===== config.mk =====
export PLATFORM = sky130hd
export DESIGN_NAME = ram_stream_reader
export DESIGN_NICKNAME = d
export VERILOG_FILES = /design/src/rtl/ram_stream_reader.sv
export SDC_FILE = /design/constraint.sdc
export NUM_CORES = 1
export LEC_CHECK = 0
export BUFFER_PORTS_ARGS = -buffer_cell sky130_fd_sc_hd__buf_2
export CELL_PAD_IN_SITES_DETAIL_PLACEMENT = 1
export CELL_PAD_IN_SITES_GLOBAL_PLACEMENT = 2
export CORE_MARGIN = 2
export CORE_UTILIZATION = 26
export DETAILED_ROUTE_END_ITERATION = 10
export GPL_TIMING_DRIVEN = 0
export PLACE_DENSITY = 0.8
export SLEW_MARGIN = 15
export SYNTH_ARGS = -nofsm -noshare
export SYNTH_HDL_FRONTEND = slang
export SYNTH_SLANG_ARGS = --single-unit

===== constraint.sdc =====
create_clock -name clk -period 1.6 [get_ports clk]
set_input_delay 0.08 -clock clk [delete_from_list [all_inputs] [get_ports clk]]
set_output_delay 0.08 -clock clk [all_outputs]
set_load 0.005 [all_outputs]

===== src/rtl/ram_stream_reader.sv =====
// Streams a window of RAM words from base_addr over a valid/ready port with a last flag.
// Optional RD_CHECKSUM_EN adds a running modulo-2**DATA_W checksum of the accepted words.
module ram_stream_reader #(
  parameter int ADDR_W = 5,
  parameter int DATA_W = 4,
  parameter int LEN_W  = 6
) (
  input  logic              clk,
  input  logic              reset_n,
  input  logic              start,
  input  logic [ADDR_W-1:0] base_addr,
  input  logic [LEN_W-1:0]  length,
  output logic [ADDR_W-1:0] mem_addr,
  input  logic [DATA_W-1:0] mem_dout,
  output logic [DATA_W-1:0] out_data,
  output logic              out_valid,
  input  logic              out_ready,
  output logic              out_last,
  output logic              busy,
  output logic              done
`ifdef RD_CHECKSUM_EN
  ,
  output logic [DATA_W-1:0] checksum
`endif
);

  localparam logic [LEN_W-1:0] FULL_LEN = LEN_W'(1 << ADDR_W);

  typedef enum logic [1:0] {
    IDLE   = 2'd0,
    STREAM = 2'd1,
    DONE   = 2'd2
  } state_t;

  state_t            state_r;
  state_t            state_next_s;
  logic [ADDR_W-1:0] rd_ptr_r;
  logic [ADDR_W-1:0] rd_ptr_next_s;
  logic [LEN_W-1:0]  remaining_r;
  logic [LEN_W-1:0]  remaining_next_s;
  logic [DATA_W-1:0] data_next_s;
  logic              valid_next_s;
  logic              last_next_s;
  logic              start_accept_s;
  logic              accept_s;

  assign mem_addr       = rd_ptr_r;
  assign start_accept_s = (state_r == IDLE) && start;
  assign accept_s       = (state_r == STREAM) && out_valid && out_ready;

  // State register
  always_ff @(posedge clk) begin
    if (!reset_n) begin
      state_r <= IDLE;
    end else begin
      state_r <= state_next_s;
    end
  end

  // Next-state and datapath decode
  always_comb begin
    state_next_s     = state_r;
    rd_ptr_next_s    = rd_ptr_r;
    remaining_next_s = remaining_r;
    data_next_s      = out_data;
    valid_next_s     = out_valid;
    last_next_s      = out_last;
    case (state_r)
      IDLE: begin
        if (start_accept_s) begin
          state_next_s     = STREAM;
          rd_ptr_next_s    = base_addr;
          remaining_next_s = (length == {LEN_W{1'b0}}) ? FULL_LEN : length;
        end else begin
          state_next_s = IDLE;
        end
      end
      STREAM: begin
        // A new word may enter the output register whenever the old one is gone or leaving.
        if ((remaining_r != {LEN_W{1'b0}}) && (!out_valid || out_ready)) begin
          data_next_s      = mem_dout;
          valid_next_s     = 1'b1;
          last_next_s      = (remaining_r == LEN_W'(1));
          rd_ptr_next_s    = rd_ptr_r + ADDR_W'(1);
          remaining_next_s = remaining_r - LEN_W'(1);
        end else if (accept_s) begin
          valid_next_s = 1'b0;
          last_next_s  = 1'b0;
          state_next_s = DONE;
        end else begin
          state_next_s = STREAM;
        end
      end
      DONE: begin
        state_next_s = IDLE;
      end
      default: begin
        state_next_s = IDLE;
      end
    endcase
  end

  // Datapath and status registers
  always_ff @(posedge clk) begin
    if (!reset_n) begin
      rd_ptr_r    <= {ADDR_W{1'b0}};
      remaining_r <= {LEN_W{1'b0}};
      out_data    <= {DATA_W{1'b0}};
      out_valid   <= 1'b0;
      out_last    <= 1'b0;
      busy        <= 1'b0;
      done        <= 1'b0;
    end else begin
      rd_ptr_r    <= rd_ptr_next_s;
      remaining_r <= remaining_next_s;
      out_data    <= data_next_s;
      out_valid   <= valid_next_s;
      out_last    <= last_next_s;
      busy        <= (state_next_s == STREAM);
      done        <= (state_next_s == DONE);
    end
  end

`ifdef RD_CHECKSUM_EN
  logic [DATA_W-1:0] sum_r;
  logic [DATA_W-1:0] sum_next_s;

  assign checksum = sum_r;

  // Checksum accumulation over accepted words
  always_comb begin
    sum_next_s = sum_r;
    if (start_accept_s) begin
      sum_next_s = {DATA_W{1'b0}};
    end else if (accept_s) begin
      sum_next_s = sum_r + out_data;
    end else begin
      sum_next_s = sum_r;
    end
  end

  // Checksum register
  always_ff @(posedge clk) begin
    if (!reset_n) begin
      sum_r <= {DATA_W{1'b0}};
    end else begin
      sum_r <= sum_next_s;
    end
  end
`endif

endmodule


**Word-level counts from Yosys, hierarchy flattened**

Index checks and enable logic that the tools add are counted.

- Register bits after elaboration: 21
- Bits of input ports: 19
- Output and inout port bits: 13
- Word-level logic and storage cells: 44

- Add/sub/neg operators: 2
- Equal/unequal tests: 6
- Mux-type cells: 14
- Reduce and logical (&&, ||, !) cells: 14

Operators with widths:

| cell | number |
|---|---|
| 6-bit two-way mux | 3 |
| 6-bit case mux with 2 select lines | 1 |
| 5-bit two-way mux | 2 |
| 5-bit case mux with 2 select lines | 1 |
| 6-bit by 1-bit equality test with 1-bit output, second input constant | 1 |
| 6-bit logical NOT | 1 |
| 6-bit nonzero test | 1 |
| 6-bit by 1-bit subtractor with 6-bit output, second input constant | 1 |
| 5-bit by 1-bit adder with 5-bit output, second input constant | 1 |
| 2-bit by 1-bit equality test with 1-bit output, second input constant | 2 |
| 1-bit logical AND | 4 |
| 1-bit two-way mux | 4 |
| 2-bit two-way mux | 2 |
| 2-bit case mux with 2 select lines | 1 |
| 2-bit AND reduction | 2 |
| 2-bit nonzero test | 2 |
| 3-bit AND reduction | 1 |
| 2-bit equality test, second input constant | 1 |
| 2-bit logical NOT | 1 |
| 2-bit by 1-bit != test with 1-bit output, second input constant | 1 |
| 2-bit != test, second input constant | 1 |
| 1-bit logical NOT | 1 |
| 1-bit logical OR | 1 |

**Longest topological paths before layout**

- Word-level depth: 7
- Depth in mapped cells: 6
- Depth with buffers taken out: 6

**Least setup slack after synthesis**

OpenSTA, ideal clock, no wires.

- Path kind: flip-flop to flip-flop
- From: register remaining_r[0]
- To: register rd_ptr_r[0], in the netlist mem_addr[0]
- Arrival time: 1510 ps
- Data required time: 1481 ps
- Path slack: -29 ps
- Stages on the path, launching flop included: 6
- Buffers on the path: 0
- Period minus slack after synthesis: 1629 ps
- Cell sequence: dfxtp_1 inv_1 ha_1 a211oi_2 nor2_4 o221a_2

- Cells in the longest elaborated chain, start to end: 4

Ends and longest elaborated chain:

| element | line | text |
|---|---|---|
| from (decl) | 39 | `logic [LEN_W-1:0] remaining_r;` |
| from (signal assigned) | 107 | `remaining_r <= {LEN_W{1'b0}};` |
| from (signal assigned) | 115 | `remaining_r <= remaining_next_s;` |
| 6-bit nonzero test | 80 | `if ((remaining_r != {LEN_W{1'b0}}) && (!out_valid \|\| out_ready)) begin` |
| 1-bit logical AND | 80 |  |
| 2-bit by 1-bit != test with 1-bit output (no line) | -- |  |
| 3-bit AND reduction (no line) | -- |  |
| to (signal assigned) | 106 | `rd_ptr_r <= {ADDR_W{1'b0}};` |
| to (signal assigned) | 114 | `rd_ptr_r <= rd_ptr_next_s;` |
| to (decl) | 37 | `logic [ADDR_W-1:0] rd_ptr_r;` |

No other way between the ends.
A chain may end at the register's enable or synchronous reset.

**Final worst setup path**

- From: register remaining_r[2]
- To: register remaining_r[5]

- Cells in the longest elaborated chain, start to end: 4

Ends and longest elaborated chain:

| element |
|---|
| parallel branches: the longest is 4 deep, another holds 6-bit by 1-bit subtractor with 6-bit output |

Parallel ways; which one is timed is not known. The select of a mux whose other input is x is not followed.

==> flow_metrics.py <==
metrics = {
    "run_status": {
        "status": "finished, violations left",
        "violations": "setup timing",
    },
    "global_routing": {
        "grt_pass1_vias": 1327,
        "busiest_layer": "met2",
        "met3_usage_pct": 4.185,
        "grtUsageMet1_pct": 21.15,
        "antenna_found_initial": 0,
        "grt_usage_pct": 17.34,
        "grt_overflow": 0,
        "grt_pass1_wl_um": 6713,
        "grt_max_degree": 13,
        "grt_use_met2_pct": 30.50,
    },
    "die": {
        "initial_core_util_pct": 26.72,
        "die_w_um": 70.43,
        "fp-row-count": 24,
        "dieArea_um2": 4960,
        "core_area_um2": 4294,
        "io_pins": 32,
        "die_y_um": 70.43,
    },
    "layout": {
        "area_growth_syn_to_layout_pct": 36.64,
        "fin_cells": 231,
        "final_nets": 203,
        "final_area_um2": 1568,
        "drive_above_1_share_pct": 37.99,
        "antenna-diode-count": 0,
        "utilization_pct": 36.51,
    },
    "logic_synthesis": {
        "synth_area_leaders": "dfxtp_1, a21oi_1, nand2_1",
        "synthesis.nets": 161,
        "synth_seq_cells": 21,
        "synth_top_family_by_area": "compound AO/OA/AOI/OAI gates",
        "ys_warn_count": 0,
        "synth-adder-area-share_pct": 4.362,
        "synth_compound_area_share_pct": 29.23,
        "synth.distinct_cells": 41,
        "synth_edf_count": 0,
        "yosysTopAreaCell": "dfxtp_1",
        "synth_top_area_share_pct": 36.64,
        "syn_area_um2": 1147,
        "async_flop_share_pct": 0,
        "syn_inst": 138,
        "ys.flop_type": "dfxtp_1",
        "synth.most_common_cell": "dfxtp_1",
        "synthMuxAreaShare_pct": 1.745,
        "yosys-top-cells-count": "dfxtp_1, nand2_1, a21oi_1",
        "synth_xor_area_share_pct": 0,
        "synth-simple-area-share_pct": 22.68,
        "syn_area_per_cell_um2": 8.314,
        "seq_area_frac_synth_pct": 36.64,
    },
    "drt": {
        "drtAntennaViolNets": 0,
        "vias": 1280,
        "drt_iter0_drc": 43,
        "via_per_inst": 5.541,
        "dr.pass1.iters": 4,
        "drc": 0,
        "wl_per_cell_um": 17.75,
        "routed_wl_um": 4101,
    },
    "clocking": {
        "htreeDepth": 1,
        "cts_tree": "done",
        "clockBufferDepth": 2,
        "clockRootBuffer": "clkbuf_8",
        "clkLatencyLatePin_ps": 270,
        "clock_sinks": 21,
        "clk_pin_slew_ps": 90,
        "cts-hold-fix-buffers": 0,
        "cts_buffers": 3,
    },
    "power": {
        "p_total_w": 0.001588,
        "power_density_nw_per_um2": 1013,
        "vdd.ir_drop.worst_v": 0.0004954,
        "p_leak_nw": 0.6599,
    },
    "timing": {
        "fin_worst_skew_ps": 3.540,
        "drv_slew": 0,
        "whs_ps": 46.16,
        "setup_slack_ps": -64.81,
        "fmax_mhz": 600.7,
        "hold_violations": 0,
        "relSlewSlack_pct": 58.01,
        "fin_crit_ps": 1665,
        "period_share_pct": 104.1,
        "setup_viol": 1,
        "worstMarginPinSlew_ps": 629.8,
        "rsz0062_at_grt": "yes",
    },
    "worst_setup_path": {
        "r2r_end": "remaining_r[5]$_SDFFE_PN0P_",
        "critPathCaptureType": "flip-flop",
        "cp_max_fo": 2,
        "start_kind": "flip-flop",
        "crit_type": "reg2reg",
        "crit_slowest_cell": "or4_4",
        "rr_startpoint": "remaining_r[2]$_SDFFE_PN0P_",
        "r2r_cells": 4,
        "cp_cell_sequence": "or3_4 -> or4_4 -> a31o_1 -> o31ai_2",
        "arrival_ps": 1850,
        "cp_data_required_time_ps": 1790,
        "critPathMaxStageDelay_ps": 420,
        "r2r_slack_ps": -60,
    },
    "placement": {
        "gp_congestion": 0.8230,
        "hpwlAfterDp_um": 2935,
        "placed_cell_area_um2": 1375,
        "portBuffers": 31,
        "dp.cells": 221,
    },
    "min_path": {
        "hold_start": "mem_dout[2]",
        "hold_path.class": "in2reg",
        "min_to": "out_data[2]$_SDFFE_PN0P_",
        "min_path_cells": 3,
    },
    "job": {
        "drv_cap": 0,
    },
}
## metal layers
layer	share of wire, %	routed length [µm]
met5	0	0
met4	2.4	98
met3	5.4	222
met2	48	1959
met1	44	1821
## power by group
| part | internal [W] | leakage [nW] | switching [W] |
|---|---|---|---|
| clock network | 0.000174 | 0.0255 | 0.000197 |
| logic | 0.000275 | 0.460 | 0.000302 |
| registers | 0.000581 | 0.175 | 0.0000583 |
## through the flow
stage | setup slack [ps] | setup TNS (ps)
after detailed placement | -391.7 | -4875
final | -64.81 | -64.81
after CTS | -54.26 | -54.26
after global routing | -99.80 | -193.1
after floorplan | 9.025 | 0
after global placement | -342.4 | -3593
## repair_timing
item                       in CTS  in global routing
setup endpoints to repair      18                 15
resized for setup              19                 11
hold endpoints to repair        0                  0
buffers inserted                5                  1
pin swaps                       2                  3
gates cloned                    0                  1
## cell usage in the layout, fill, tap and decap left out, types with 4 or more instances in the layout
cell	Yosys	layout
nor3_1	4	4
a21oi_1	14	13
dfxtp_1	21	17
o21ai_0	7	6
buf_2	1	31
nand2_1	18	17
a22oi_1	4	4
inv_1	9	8
buf_4	0	5
nor2_1	5	5
## final cells by class
class | count | area (µm²)
flip-flops and latches | 21 | 432.9
repair buffers | 37 | 203.9
clock inverters | 1 | 5.005
plain buffers | 6 | 37.54
well taps | 52 | 65.06
clock buffers | 3 | 41.29
multi-input cells | 102 | 748.2
fillers | 512 | 2726
inverters | 9 | 33.78
## worst max-delay path by stage
stage | cells after the start | start | endpoint | slack (ps)
2_1_floorplan | 6 | remaining_r[0]$_SDFFE_PN0P_ | mem_addr[2]$_SDFFE_PN0P_ | 9
3_3_place_gp | 5 | state_r[1]$_SDFF_PN0_ | mem_addr[0]$_SDFFE_PN0P_ | -340
3_5_place_dp | 5 | remaining_r[0]$_SDFFE_PN0P_ | mem_addr[2]$_SDFFE_PN0P_ | -390
4_1_cts | 4 | remaining_r[2]$_SDFFE_PN0P_ | remaining_r[5]$_SDFFE_PN0P_ | -50
5_1_grt | 4 | remaining_r[2]$_SDFFE_PN0P_ | remaining_r[5]$_SDFFE_PN0P_ | -100
6_report | 4 | remaining_r[2]$_SDFFE_PN0P_ | remaining_r[5]$_SDFFE_PN0P_ | -60
## sequential cells by signal (all words and copies together) (netlist names)
signal / count
done: 1
out_valid: 1
out_data: 4
busy: 1
remaining_r: 6
out_last: 1
state_r: 2
mem_addr: 5
## critical path: cells and delay by family, from the launching register on
kind | cells | cell delay, ps
AO/OA/AOI/OAI | 2 | 430
flip-flops | 1 | 360
AND/OR/NAND/NOR | 2 | 800
## cells by family (layout without fill, tap and decap cells)
| family | after synthesis | after routing |
|---|---|---|
| adders and majority gates | 4 | 4 |
| buffers and inverters | 16 | 56 |
| and+or+nand+nor | 48 | 49 |
| muxes | 2 | 2 |
| DFF | 21 | 21 |
| AOI/OAI and AO/OA | 47 | 47 |
Note: power is estimated with default switching activity, not from simulation.
